<file path="src/rtl/instr_fetch_if.sv">
// ----------------------------------------------------------------------------
// instr_fetch_if
//   Bundles the fetch stage's two bus-side paths:
//     - program-memory read handshake (mem_req/mem_addr out, mem_ack/mem_rdata in)
//     - decode-side instruction line (line_data/read_line/pc out)
//   master : the fetch stage (drives requests and the instruction line)
//   slave  : memory + decode side (drives ack/read data, consumes the line)
// ----------------------------------------------------------------------------
interface instr_fetch_if #(
    parameter int unsigned ADDR_W = 9,
    parameter int unsigned DATA_W = 16
);
    logic              mem_req;
    logic [ADDR_W-1:0] mem_addr;
    logic              mem_ack;
    logic [DATA_W-1:0] mem_rdata;
    logic [DATA_W-1:0] line_data;
    logic              read_line;
    logic [ADDR_W-1:0] pc;

    modport master (
        output mem_req,
        output mem_addr,
        input  mem_ack,
        input  mem_rdata,
        output line_data,
        output read_line,
        output pc
    );

    modport slave (
        input  mem_req,
        input  mem_addr,
        output mem_ack,
        output mem_rdata,
        input  line_data,
        input  read_line,
        input  pc
    );
endinterface

</file>
<file path="src/rtl/instr_fetch.sv">
// ----------------------------------------------------------------------------
// instr_fetch
//   Instruction fetch stage. Owns the program counter, reads instruction words
//   from program memory over a req/ack handshake and hands each word to decode
//   with a one-cycle read_line strobe. Accepts branch redirects, stall and halt
//   from the control unit.
//
// Ports
//   clk           in   rising-edge clock
//   rst           in   asynchronous, active-low reset
//   start         in   pulse: begin fetching at RST_PC (only honoured in IDLE)
//   halt          in   pulse: stop fetching and return to IDLE
//   stall         in   level: decode not ready, hold the pending instruction
//   branch_valid  in   pulse: redirect the fetch address to branch_addr
//   branch_addr   in   redirect target
//   busy          out  1 whenever the stage is not IDLE
//   bus           master side of instr_fetch_if
//                   mem_req/mem_addr   read request, held until mem_ack
//                   mem_ack/mem_rdata  one-cycle read completion
//                   line_data/pc       instruction word and its address
//                   read_line          one-cycle strobe: line_data valid
//
// All outputs come straight from flops. A memory transaction is never
// abandoned: a branch or halt that arrives while a request is outstanding
// parks the stage in DRAIN until the ack, whose data is then dropped.
// ----------------------------------------------------------------------------
module instr_fetch #(
    parameter int unsigned          ADDR_W = 9,
    parameter int unsigned          DATA_W = 16,
    parameter logic [ADDR_W-1:0]    RST_PC = '0
) (
    input  logic              clk,
    input  logic              rst,
    input  logic              start,
    input  logic              halt,
    input  logic              stall,
    input  logic              branch_valid,
    input  logic [ADDR_W-1:0] branch_addr,
    output logic              busy,
    instr_fetch_if.master     bus
);

    typedef enum logic [1:0] {
        S_IDLE,
        S_FETCH,
        S_ISSUE,
        S_DRAIN
    } state_e;

    state_e            state_q,      state_d;
    logic [ADDR_W-1:0] fetch_addr_q, fetch_addr_d;
    logic [ADDR_W-1:0] pc_q,         pc_d;
    logic              mem_req_q,    mem_req_d;
    logic [ADDR_W-1:0] mem_addr_q,   mem_addr_d;
    logic [DATA_W-1:0] line_data_q,  line_data_d;
    logic              read_line_q,  read_line_d;
    logic              halt_pend_q,  halt_pend_d;
    logic              busy_q,       busy_d;

    // Halt request seen either earlier in DRAIN or in the current cycle.
    logic              halt_any;
    // Fetch target after this cycle's branch (if any) is folded in.
    logic [ADDR_W-1:0] target_addr;
    logic [ADDR_W-1:0] pc_next;

    assign halt_any    = halt_pend_q | halt;
    assign target_addr = branch_valid ? branch_addr : fetch_addr_q;
    assign pc_next     = pc_q + 1'b1;

    // ------------------------------------------------------------------
    // State register (and all other flops)
    // ------------------------------------------------------------------
    always_ff @(posedge clk or negedge rst) begin
        if (!rst) begin
            state_q      <= S_IDLE;
            fetch_addr_q <= RST_PC;
            pc_q         <= RST_PC;
            mem_req_q    <= 1'b0;
            mem_addr_q   <= '0;
            line_data_q  <= '0;
            read_line_q  <= 1'b0;
            halt_pend_q  <= 1'b0;
            busy_q       <= 1'b0;
        end else begin
            state_q      <= state_d;
            fetch_addr_q <= fetch_addr_d;
            pc_q         <= pc_d;
            mem_req_q    <= mem_req_d;
            mem_addr_q   <= mem_addr_d;
            line_data_q  <= line_data_d;
            read_line_q  <= read_line_d;
            halt_pend_q  <= halt_pend_d;
            busy_q       <= busy_d;
        end
    end

    // ------------------------------------------------------------------
    // Next-state logic
    // Priority in every busy state: halt, then branch, then normal flow.
    // ------------------------------------------------------------------
    always_comb begin
        state_d = state_q;
        unique case (state_q)
            S_IDLE: begin
                if (start) state_d = S_FETCH;
            end
            S_FETCH: begin
                if (halt)              state_d = bus.mem_ack ? S_IDLE  : S_DRAIN;
                else if (branch_valid) state_d = bus.mem_ack ? S_FETCH : S_DRAIN;
                else if (bus.mem_ack)  state_d = S_ISSUE;
            end
            S_ISSUE: begin
                // read_line_q high means the word is being strobed right now.
                if (halt)              state_d = S_IDLE;
                else if (branch_valid) state_d = S_FETCH;
                else if (read_line_q)  state_d = S_FETCH;
            end
            S_DRAIN: begin
                if (bus.mem_ack) state_d = halt_any ? S_IDLE : S_FETCH;
            end
            default: state_d = S_IDLE;
        endcase
    end

    // ------------------------------------------------------------------
    // Output / datapath logic
    // read_line is a flop, so the strobe is decided on the edge that enters
    // (or keeps) ISSUE: stall is sampled there and the strobe then appears
    // during the ISSUE cycle itself, never in FETCH/DRAIN/IDLE.
    // ------------------------------------------------------------------
    always_comb begin
        fetch_addr_d = fetch_addr_q;
        pc_d         = pc_q;
        mem_req_d    = mem_req_q;
        mem_addr_d   = mem_addr_q;
        line_data_d  = line_data_q;
        read_line_d  = 1'b0;
        halt_pend_d  = halt_pend_q;

        unique case (state_q)
            S_IDLE: begin
                halt_pend_d = 1'b0;
                if (start) begin
                    fetch_addr_d = RST_PC;
                    mem_req_d    = 1'b1;
                    mem_addr_d   = RST_PC;
                end
            end
            S_FETCH: begin
                if (halt) begin
                    if (bus.mem_ack) mem_req_d   = 1'b0;
                    else             halt_pend_d = 1'b1;
                end else if (branch_valid) begin
                    fetch_addr_d = branch_addr;
                    // Completed transaction: re-request the target at once.
                    // Otherwise the old request stays up until DRAIN sees the ack.
                    if (bus.mem_ack) mem_addr_d = branch_addr;
                end else if (bus.mem_ack) begin
                    line_data_d = bus.mem_rdata;
                    pc_d        = fetch_addr_q;
                    mem_req_d   = 1'b0;
                    read_line_d = ~stall;
                end
            end
            S_ISSUE: begin
                if (halt) begin
                    mem_req_d = 1'b0;
                end else if (branch_valid) begin
                    fetch_addr_d = branch_addr;
                    mem_addr_d   = branch_addr;
                    mem_req_d    = 1'b1;
                end else if (read_line_q) begin
                    fetch_addr_d = pc_next;
                    mem_addr_d   = pc_next;
                    mem_req_d    = 1'b1;
                end else begin
                    read_line_d = ~stall;
                end
            end
            S_DRAIN: begin
                if (halt)         halt_pend_d  = 1'b1;
                if (branch_valid) fetch_addr_d = branch_addr;
                if (bus.mem_ack) begin
                    if (halt_any) begin
                        mem_req_d = 1'b0;
                    end else begin
                        mem_addr_d = target_addr;
                        mem_req_d  = 1'b1;
                    end
                end
            end
            default: begin
                mem_req_d = 1'b0;
            end
        endcase

        busy_d = (state_d != S_IDLE);
    end

    assign bus.mem_req   = mem_req_q;
    assign bus.mem_addr  = mem_addr_q;
    assign bus.line_data = line_data_q;
    assign bus.read_line = read_line_q;
    assign bus.pc        = pc_q;
    assign busy          = busy_q;

endmodule

</file>
<file path="src/flat_wrapper.sv">
// flat-port wrapper written by rule: the top's interface ports become plain ports
module instr_fetch_flat 
#(
    parameter int unsigned          ADDR_W = 9,
    parameter int unsigned          DATA_W = 16,
    parameter logic [ADDR_W-1:0]    RST_PC = '0
)
  (clk, rst, start, halt, stall, branch_valid, branch_addr, busy, bus_mem_req, bus_mem_addr, bus_mem_ack, bus_mem_rdata, bus_line_data, bus_read_line, bus_pc);
  instr_fetch_if #(.ADDR_W(ADDR_W), .DATA_W(DATA_W)) bus_i ();
  input  logic clk;
  input  logic rst;
  input  logic start;
  input  logic halt;
  input  logic stall;
  input  logic branch_valid;
  input  logic [ADDR_W-1:0] branch_addr;
  output logic busy;
  output wire logic [$bits(bus_i.mem_req)-1:0] bus_mem_req;
  output wire logic [$bits(bus_i.mem_addr)-1:0] bus_mem_addr;
  input wire logic [$bits(bus_i.mem_ack)-1:0] bus_mem_ack;
  input wire logic [$bits(bus_i.mem_rdata)-1:0] bus_mem_rdata;
  output wire logic [$bits(bus_i.line_data)-1:0] bus_line_data;
  output wire logic [$bits(bus_i.read_line)-1:0] bus_read_line;
  output wire logic [$bits(bus_i.pc)-1:0] bus_pc;
  assign bus_mem_req = bus_i.mem_req;
  assign bus_mem_addr = bus_i.mem_addr;
  assign bus_i.mem_ack = bus_mem_ack;
  assign bus_i.mem_rdata = bus_mem_rdata;
  assign bus_line_data = bus_i.line_data;
  assign bus_read_line = bus_i.read_line;
  assign bus_pc = bus_i.pc;
  instr_fetch #(.ADDR_W(ADDR_W), .DATA_W(DATA_W), .RST_PC(RST_PC)) u_core (.clk(clk), .rst(rst), .start(start), .halt(halt), .stall(stall), .branch_valid(branch_valid), .branch_addr(branch_addr), .busy(busy), .bus(bus_i));
endmodule
</file>
<file path="config.mk">
export PLATFORM = sky130hd
export DESIGN_NAME = instr_fetch_flat
export DESIGN_NICKNAME = d
export VERILOG_FILES = /design/src/rtl/instr_fetch_if.sv /design/src/rtl/instr_fetch.sv /design/src/flat_wrapper.sv
export SDC_FILE = /design/constraint.sdc
export NUM_CORES = 1
export LEC_CHECK = 0
export ABC_CLOCK_PERIOD_IN_PS = 4660
export CORE_MARGIN = 1
export CORE_UTILIZATION = 52
export DETAILED_ROUTE_END_ITERATION = 7
export PLACE_DENSITY = 0.89
export SLEW_MARGIN = 25
export SYNTH_ARGS = -nofsm -noshare
export SYNTH_HDL_FRONTEND = slang
export SYNTH_SLANG_ARGS = --single-unit
</file>
<file path="constraint.sdc">
create_clock -name clk -period 4.66 [get_ports clk]
set_input_delay 1.398 -clock clk [delete_from_list [all_inputs] [get_ports clk]]
set_output_delay 1.398 -clock clk [all_outputs]
set_load 0.02 [all_outputs]
</file>
* Word level (Yosys, flattened, before mapping) *
Cells that the tools add are included.

cells by class
  $add $sub $neg = 1
  equal/unequal tests = 16
  muxes and demuxes = 46
  bitwise gates (word level) = 4
  reduce and logical (&&, ||, !) cells = 8

operators by type and width
  kind                                            count
  two-way mux 9 bit                               11
  one-hot mux 9 bit (4 select lines)              2
  two-way mux 2 bit                               10
  != test 2 bit (second input constant)           10
  two-way mux 1 bit                               19
  AND reduction 4 bit                             4
  adder 9 x 1 -> 9 bit (second input constant)    1
  one-hot mux 2 bit (4 select lines)              1
  AND reduction 8 bit                             1
  == test 2 bit (second input constant)           2
  != test 4 x 3 -> 1 bit (second input constant)  1
  one-hot mux 1 bit (4 select lines)              1
  != test 3 x 2 -> 1 bit (second input constant)  1
  != test 3 bit (second input constant)           1
  inverter 1 bit                                  3
  one-hot mux 1 bit (3 select lines)              1
  nonzero test 3 bit                              1
  == test 2 x 1 -> 1 bit (second input constant)  1
  zero test 2 bit                                 1
  one-hot mux 1 bit (2 select lines)              1
  nonzero test 2 bit                              1
  bitwise OR 1 bit                                1

storage, ports and cells
  flip-flop bits (word level) = 49
  bits of input ports = 32
  logic and storage cells = 84

* Depth between registers and ports, before layout *
Gate-level depths: netlist (run 1).

  depth in word-level cells = 5
  gate-level depth with buffers = 8
  gate-level depth less buffers = 7

* Worst setup path after synthesis (run 1) *
No wires, ideal clock.

  kind = input to register
  from = input port branch_valid
  to = register u_core.mem_addr_q[5], in the netlist u_core.bus.mem_addr[5]
  arrival = 2.677 ns
  required time = 4.539 ns
  slack = 1.862 ns
  cell stages on the path = 6
  buffers on the path = 2
  path through = buf_4 > o21bai_1 > a221o_1 > a221o_1 > buf_6 > a22o_1

between the ends
  cells in the longest elaborated chain, start to end = 4
  elaborated cells between the ends (all ways) = 9
  those cells by class = eq/ne (2); mux (6); reduce/logical (1)

RTL lines
  element                             line                RTL
  start: declaration                  flat_wrapper.sv:15  input logic branch_valid;
  two-way mux 9 bit                   --
  two-way mux 9 bit                   instr_fetch.sv:184  if (halt_any) begin
  two-way mux 9 bit                   instr_fetch.sv:183  if (bus.mem_ack) begin
  one-hot mux 9 bit (4 select lines)  instr_fetch.sv:140  unique case (state_q)
  end signal: assignment              instr_fetch.sv:89   mem_addr_q <= mem_addr_d;
  end: declaration                    instr_fetch.sv:54   logic [ADDR_W-1:0] mem_addr_q, mem_addr_d;

Parallel ways exist; a longest one is shown, timed or not. The select of a mux whose other input is x is not followed.
A chain may end at the register's enable or synchronous reset.

* Worst setup path in the final report (run 1) *
  from = input port halt
  to = register u_core.mem_addr_q[3], in the netlist u_core.bus.mem_addr[3]

between the ends
  cells in the longest elaborated chain, start to end = 3
  elaborated cells between the ends (all ways) = 5
  those cells by class = eq/ne (3); bitwise (1); reduce/logical (1)

RTL lines
  element                            line                RTL
  start: declaration                 flat_wrapper.sv:13  input logic halt;
  bitwise OR 1 bit                   instr_fetch.sv:66   assign halt_any = halt_pend_q | halt;
  != test 2 bit (no line)            --
  AND reduction 8 bit (no line) (*)  --

Every way passes the cells marked *; elsewhere a longest branch is shown, timed or not.

==> qor.txt, run 1 <==
Status - complete, no violations
CP required - 4.90 ns
R2R Path Start - u_core.state_q[1]$_DFF_PN0_
Most frequent cells after synthesis - dfrtp_1, o21ai_0, nand2_1
Top_reg_cell synth - dfrtp_1
# setup viols final - 0
Vias/cell - 5.979
H-tree level count - 2
Post-synth EDFFs - 0
CP Capture Point - u_core.bus.mem_addr[3]$_DFFE_PN0P_
Sw frac - 39.47%
CP Data Arrival Time - 3.82 ns
Maximum vdd drop - 0.3694 mV
Slew Viols, Final - 0
Core outline area - 0.004755 mm2
Cell Int Power - 0.001320 W
Layout Skew - 0.004528 ns
Routed vias - 2290
Synth area leader - dfrtp_1
Seq cells post-synth - 49
Combinational power share - 49.8%
Root Driver - clkbuf_8
Worst path depth - 6
Worst-Skew Late Latency - 0.30 ns
TritonCTS clock tree - done
Drc violations - 0
Clk sink count - 49
First-pass GRT wire length - 10.38 mm
Avg WL per Cell - 16.40 um
CTS buffer count - 5
Critical Path Most Common Cell - a221o_1
Top cell type's share of synthesized area - 47.27%
Achievable Freq - 279.6 MHz
Relative max-transition margin - 59.40%
Synth cell types - 43
Area delta synth->final - 32.47%
Die Ht - 72.63 um
Initial core utilization - 54.55%
Initial antenna violation count - 0
Cell Area, Synth - 0.002594 mm2
CP Capture Type - register
Reg2reg end - u_core.bus.mem_addr[3]$_DFFE_PN0P_
Setup TNS - 0 ns
Critical path class - input pin to register
Psw - 0.0008609 W
Storage cell area - 0.001226 mm2
Delay-heaviest family, CP - compound AO/OA/AOI/OAI gates
R2R depth - 6
Drt first pass iters - 5
Antenna Cells - 0
Last weighted congestion value of the routability-driven placer - 0.8579
Total track usage - 25.93%
CP max-delay cell - clkdlybuf4s50_1
WL final - 6.281 mm
Crit Path Max Fanout - 15
Syn_nets - 292
Area of the multi-input gates - 0.001261 mm2
Worst-Margin Slew - 0.6090 ns
Seq/Total Area, Yosys - 47.27%
MaxCap Viol Count - 0
CP Launch Type - input pin
PwrDens - 634.8 mW/mm2
Vias in the first global route - 2163
WP buf/inv - 1
Area of the die - 0.005274 mm2
Final core utilization - 72.26%
Final worst path period share - 76.75%
Cells after Synth - 254
Mapped Avg Cell Area - 10.21 um2
Max incr delay on CP - 0.64 ns
Post-CTS Setup Bufs - 0
Post-synth ARST share - 100.0%
Largest net degree at the start of global routing - 50
Port buffer count - 68
Hold Violations, Final - 0
Initial DRC Count - 212
Share of cells above drive strength 1 - 13.29%
Clock Path Buffers - 2
Fillcell total - 358
Post-CTS Resized - 0
Leakage - 1.445 nW
Top-count cell post-synth - dfrtp_1
Critical path startpoint - halt
DPL Wire Length - 4.381 mm
CTS Hold Buffers Added - 0
CP Cell Sequence - clkdlybuf4s50_1, o21bai_1, a221o_1, a221o_1, nor2_1, a22o_1
Worst hold path class - register to register
Sequential Power Share - 33.9%
R2r setup slk - 1.88 ns
Synth top area cells - dfrtp_1, mux2_2, o21ai_0, nand2_1, ha_1
Period minus WS final - 3.577 ns
Clock share of power - 16.4%
Nets@finish - 353
Io pins - 69
Die width - 72.63 um
Reg clk slew, reported paths - 0.09 ns
Unrepaired setup endpoints after global routing - false
Final ANT Viol Nets - 0
Core Rows - 25
Grt ovf - 0
Synth Warn # - 0
power by group through the flow:
stage                     combinational [W]  sequential [W]  clock (W)
final                               0.00109        0.000738   0.000357
after global routing                0.00117        0.000763   0.000376
after CTS                           0.00109        0.000737   0.000360
after detailed placement            0.00107        0.000745          0
after global placement              0.00105        0.000732          0
after floorplan                    0.000509        0.000881          0
stage by stage:
| stage | cells | hold slack [ns] | setup slack (ns) | area [um2] | power [W] |
|---|---|---|---|---|---|
| 2_1_floorplan | 254 | 0.4650 | 1.862 | 2594 | 0.001390 |
| 3_3_place_gp | 375 | 0.4701 | 0.8756 | 3299 | 0.001787 |
| 3_5_place_dp | 375 | 0.4756 | 0.8001 | 3302 | 0.001820 |
| 4_1_cts | 383 | 0.4948 | 1.107 | 3436 | 0.002183 |
| 5_1_grt | 383 | 0.5308 | 0.9301 | 3436 | 0.002312 |
| 6_report | 383 | 0.4866 | 1.083 | 3436 | 0.002181 |
area by class of cell:
cell class	count	share of cell area [%]
timing repair buffer	70	20.17
tap	67	2.440
clock buffer	5	2.003
inverter	10	1.092
multi-input combinational	179	36.71
sequential	49	35.69
clock inverter	3	1.894
routing by layer:
layer  track usage, %  up-vias  part of all wire (%)
li1                 -     1046                     -
met1            34.09     1082                    40
met2            41.43      143                    47
met3            6.492       19                   9.6
met4            10.02        0                   3.0
met5                0        -                     0
how the worst min path moves through the flow:
stage / startpoint / end / slack [ns] / depth (start not counted)
2_1_floorplan: u_core.fetch_addr_q[0]$_DFFE_PN0P_ / u_core.fetch_addr_q[0]$_DFFE_PN0P_ / 0.46 / 2
3_3_place_gp: u_core.bus.mem_addr[7]$_DFFE_PN0P_ / u_core.bus.mem_addr[7]$_DFFE_PN0P_ / 0.47 / 2
4_1_cts: u_core.bus.mem_addr[0]$_DFFE_PN0P_ / u_core.bus.mem_addr[0]$_DFFE_PN0P_ / 0.49 / 2
6_report: u_core.bus.mem_addr[0]$_DFFE_PN0P_ / u_core.bus.mem_addr[0]$_DFFE_PN0P_ / 0.49 / 2
5_1_grt: u_core.bus.line_data[5]$_DFFE_PN0P_ / u_core.bus.line_data[5]$_DFFE_PN0P_ / 0.53 / 1
3_5_place_dp: u_core.bus.mem_addr[0]$_DFFE_PN0P_ / u_core.bus.mem_addr[0]$_DFFE_PN0P_ / 0.48 / 2
cell families after synthesis:
family,share of synthesized area [%]
xor gates and xnor gates,1.351
DFF,47.27
muxes,13.22
AOI/OAI and AO/OA,19.39
buffers and inverters,4.342
and+or+nand+nor,11.53
adders and majority gates,2.894
worst register-to-register path, stage by stage, from the launching register on:
cell	delay, ns
dfrtp_1	0.46
inv_1	0.14
ha_1	0.54
a221o_1	0.63
a221o_1	0.53
nor2_1	0.17
a22o_1	0.21
state kept, by name (all words and copies together) (netlist names):
register,cells
u_core.bus.read_line,1
u_core.halt_pend_q,1
u_core.bus.pc,9
u_core.bus.line_data,16
u_core.state_q,2
u_core.busy,1
u_core.bus.mem_req,1
u_core.fetch_addr_q,9
u_core.bus.mem_addr,9
cell usage in the layout, fill, tap and decap left out, types with 3 or more instances in the layout:
cell	instances
mux2_2	26
nor2b_1	4
a221o_1	3
clkbuf_8	5
a21oi_1	12
ha_1	6
nand3_1	6
inv_1	10
nand2_1	27
nor3_1	5
nor2_1	8
dfrtp_1	49
xnor2_1	3
buf_4	3
mux2i_1	5
o31ai_1	3
clkdlybuf4s50_1	67
o21ai_0	29
o211ai_1	3
a22o_1	8
Power figures use the tool's default switching activity.
==> run 2, diff against run 1 <==
ABC_CLOCK_PERIOD_IN_PS = 3000   (was 4660)
CORE_UTILIZATION = 44   (was 52)
PLACE_DENSITY = 0.81   (was 0.89)
clock period = 3 ns   (was 4.66 ns; I/O delays follow)
==> run 2 against run 1 <==
- clock power rose by 9.0%
- via count rose by 1.3%
- routed wire length rose by 3.0%
- largest cell class unchanged
- register-to-register slack got worse by 1.3 ns
- sequential cell count did not move
- combinational power rose by 59%
==> qor.txt, run 2 (synthesis results as in run 1) <==
Status - complete, no violations
Achievable Freq - 381.9 MHz
Period minus WS final - 2.619 ns
CP required - 3.24 ns
Initial DRC Count - 189
Vias/cell - 5.888
Total track usage - 21.85%
Vias in the first global route - 2185
TritonCTS clock tree - done
Final ANT Viol Nets - 0
CP Launch Type - input pin
CP Data Arrival Time - 2.86 ns
# setup viols final - 0
Slew Viols, Final - 0
CP Capture Type - register
Io pins - 69
Unrepaired setup endpoints after global routing - false
Area of the die - 0.006206 mm2
DPL Wire Length - 4.612 mm
Critical path startpoint - halt
Worst hold path class - input pin to asynchronous set/reset pin
Clk sink count - 49
Maximum vdd drop - 0.5464 mV
Core outline area - 0.005608 mm2
Antenna Cells - 0
Routed vias - 2320
Grt ovf - 0
First-pass GRT wire length - 10.52 mm
Critical path class - input pin to register
Worst-Margin Slew - 0.5853 ns
Leakage - 1.446 nW
Layout Skew - 0.008761 ns
PwrDens - 946.9 mW/mm2
Die width - 78.78 um
Final worst path period share - 87.29%
Share of cells above drive strength 1 - 14.29%
Max FFs per register - 16
Relative max-transition margin - 60.98%
Setup TNS - 0 ns
Dpl cells - 386
Psw - 0.001351 W
Avg WL per Cell - 16.41 um
Root Driver - clkbuf_8
Reg clk slew, reported paths - 0.09 ns
Commonest cells after routing, fill and taps aside - clkdlybuf4s50_1, dfrtp_1, o21ai_0
WL final - 6.467 mm
Largest net degree at the start of global routing - 29
Drc violations - 0
Nets@finish - 359
Initial antenna violation count - 0
H-tree level count - 2
Crit Path Max Fanout - 15
Last weighted congestion value of the routability-driven placer - 0.8774
CTS buffer count - 5
Hold Violations, Final - 0
MaxCap Viol Count - 0
Drt first pass iters - 6
Post-Layout Cell Count - 394
Fillcell total - 486
Die Ht - 78.78 um
Worst-Skew Late Latency - 0.31 ns
Area delta synth->final - 32.90%
Initial core utilization - 46.25%
Cell Int Power - 0.001913 W
CTS Hold Buffers Added - 0
Clock share of power - 11.9%
Post-CTS Setup Bufs - 0
Sequential Power Share - 35.0%
Port buffer count - 68
Core Rows - 27
R2R Path Start - u_core.state_q[1]$_DFF_PN0_
Clock Path Buffers - 2
Commonest non-fill, non-tap cell in the layout - clkdlybuf4s50_1
Sw frac - 41.40%
Post-CTS Resized - 0
Combinational power share - 53.1%
## run 2: cell count changes in the layout (fill, tap and decap cells not counted)
cell | before | now
buf_4 | 3 | 7
bufinv_16 | 2 | 0
clkbuf_1 | 0 | 2
buf_12 | 0 | 1
buf_2 | 0 | 1
clkinv_2 | 1 | 0
clkinvlp_4 | 0 | 1
## run 2: layer usage
layer	wire [um]	track usage (%)
met4	107	6.481
met1	2761	28.76
met3	616	6.207
met5	0	0
met2	2982	34.96
## run 2: layout make-up
cell class              count  area (um2)  share of cell area [%]
clock inverters             1       7.507                  0.2178
repair buffers             76       748.2                   21.71
inverters                  10       37.54                   1.089
multi-input cells         179        1261                   36.59
well taps                  72       90.09                   2.613
clock buffers               7       76.32                   2.214
flip-flops and latches     49        1226                   35.57
## run 2: power by group through the flow
| stage | registers (W) | logic [W] | clock network, W |
|---|---|---|---|
| 4_1_cts | 0.00114 | 0.00173 | 0.000395 |
| 6_report | 0.00114 | 0.00173 | 0.000389 |
| 5_1_grt | 0.00118 | 0.00186 | 0.000423 |
| 2_1_floorplan | 0.00137 | 0.000790 | 0 |
| 3_5_place_dp | 0.00115 | 0.00172 | 0 |
| 3_3_place_gp | 0.00114 | 0.00169 | 0 |
## run 2: stage by stage
stage | util [%] | setup slack, ns | hold WS, ns | cell area, um2 | total power, W
CTS | 61.47 | 0.4029 | 0.3840 | 3447 | 0.003266
global placement | 59.97 | 0.1721 | 0.4776 | 3363 | 0.002828
floorplan | - | 0.7001 | 0.4650 | 2594 | 0.002159
finish | 61.47 | 0.3814 | 0.3857 | 3447 | 0.003264
detailed placement | 59.97 | 0.09143 | 0.4839 | 3363 | 0.002869
global route | 61.47 | 0.3114 | 0.3719 | 3447 | 0.003467
## run 2: critical path, cell delays in order
cell and delay (ns):
clkdlybuf4s50_1 0.43, buf_4 0.19, a221o_1 0.37, a221o_1 0.47, nor2_1 0.32, a22o_1 0.18
## run 2: final timing paths
path                                                            end  slack [ns]  cells past startpoint
worst max register to register   u_core.bus.mem_addr[5]$_DFFE_PN0P_        0.63                      6
worst min-delay path             u_core.bus.mem_addr[1]$_DFFE_PN0P_        0.39                      1
worst min register to register   u_core.bus.mem_addr[4]$_DFFE_PN0P_        0.50                      2
worst max-delay path             u_core.bus.mem_addr[5]$_DFFE_PN0P_        0.38                      6
min in group clk                 u_core.bus.mem_addr[4]$_DFFE_PN0P_        0.50                      2
max in group asynchronous       u_core.bus.line_data[7]$_DFFE_PN0P_        2.05                      2
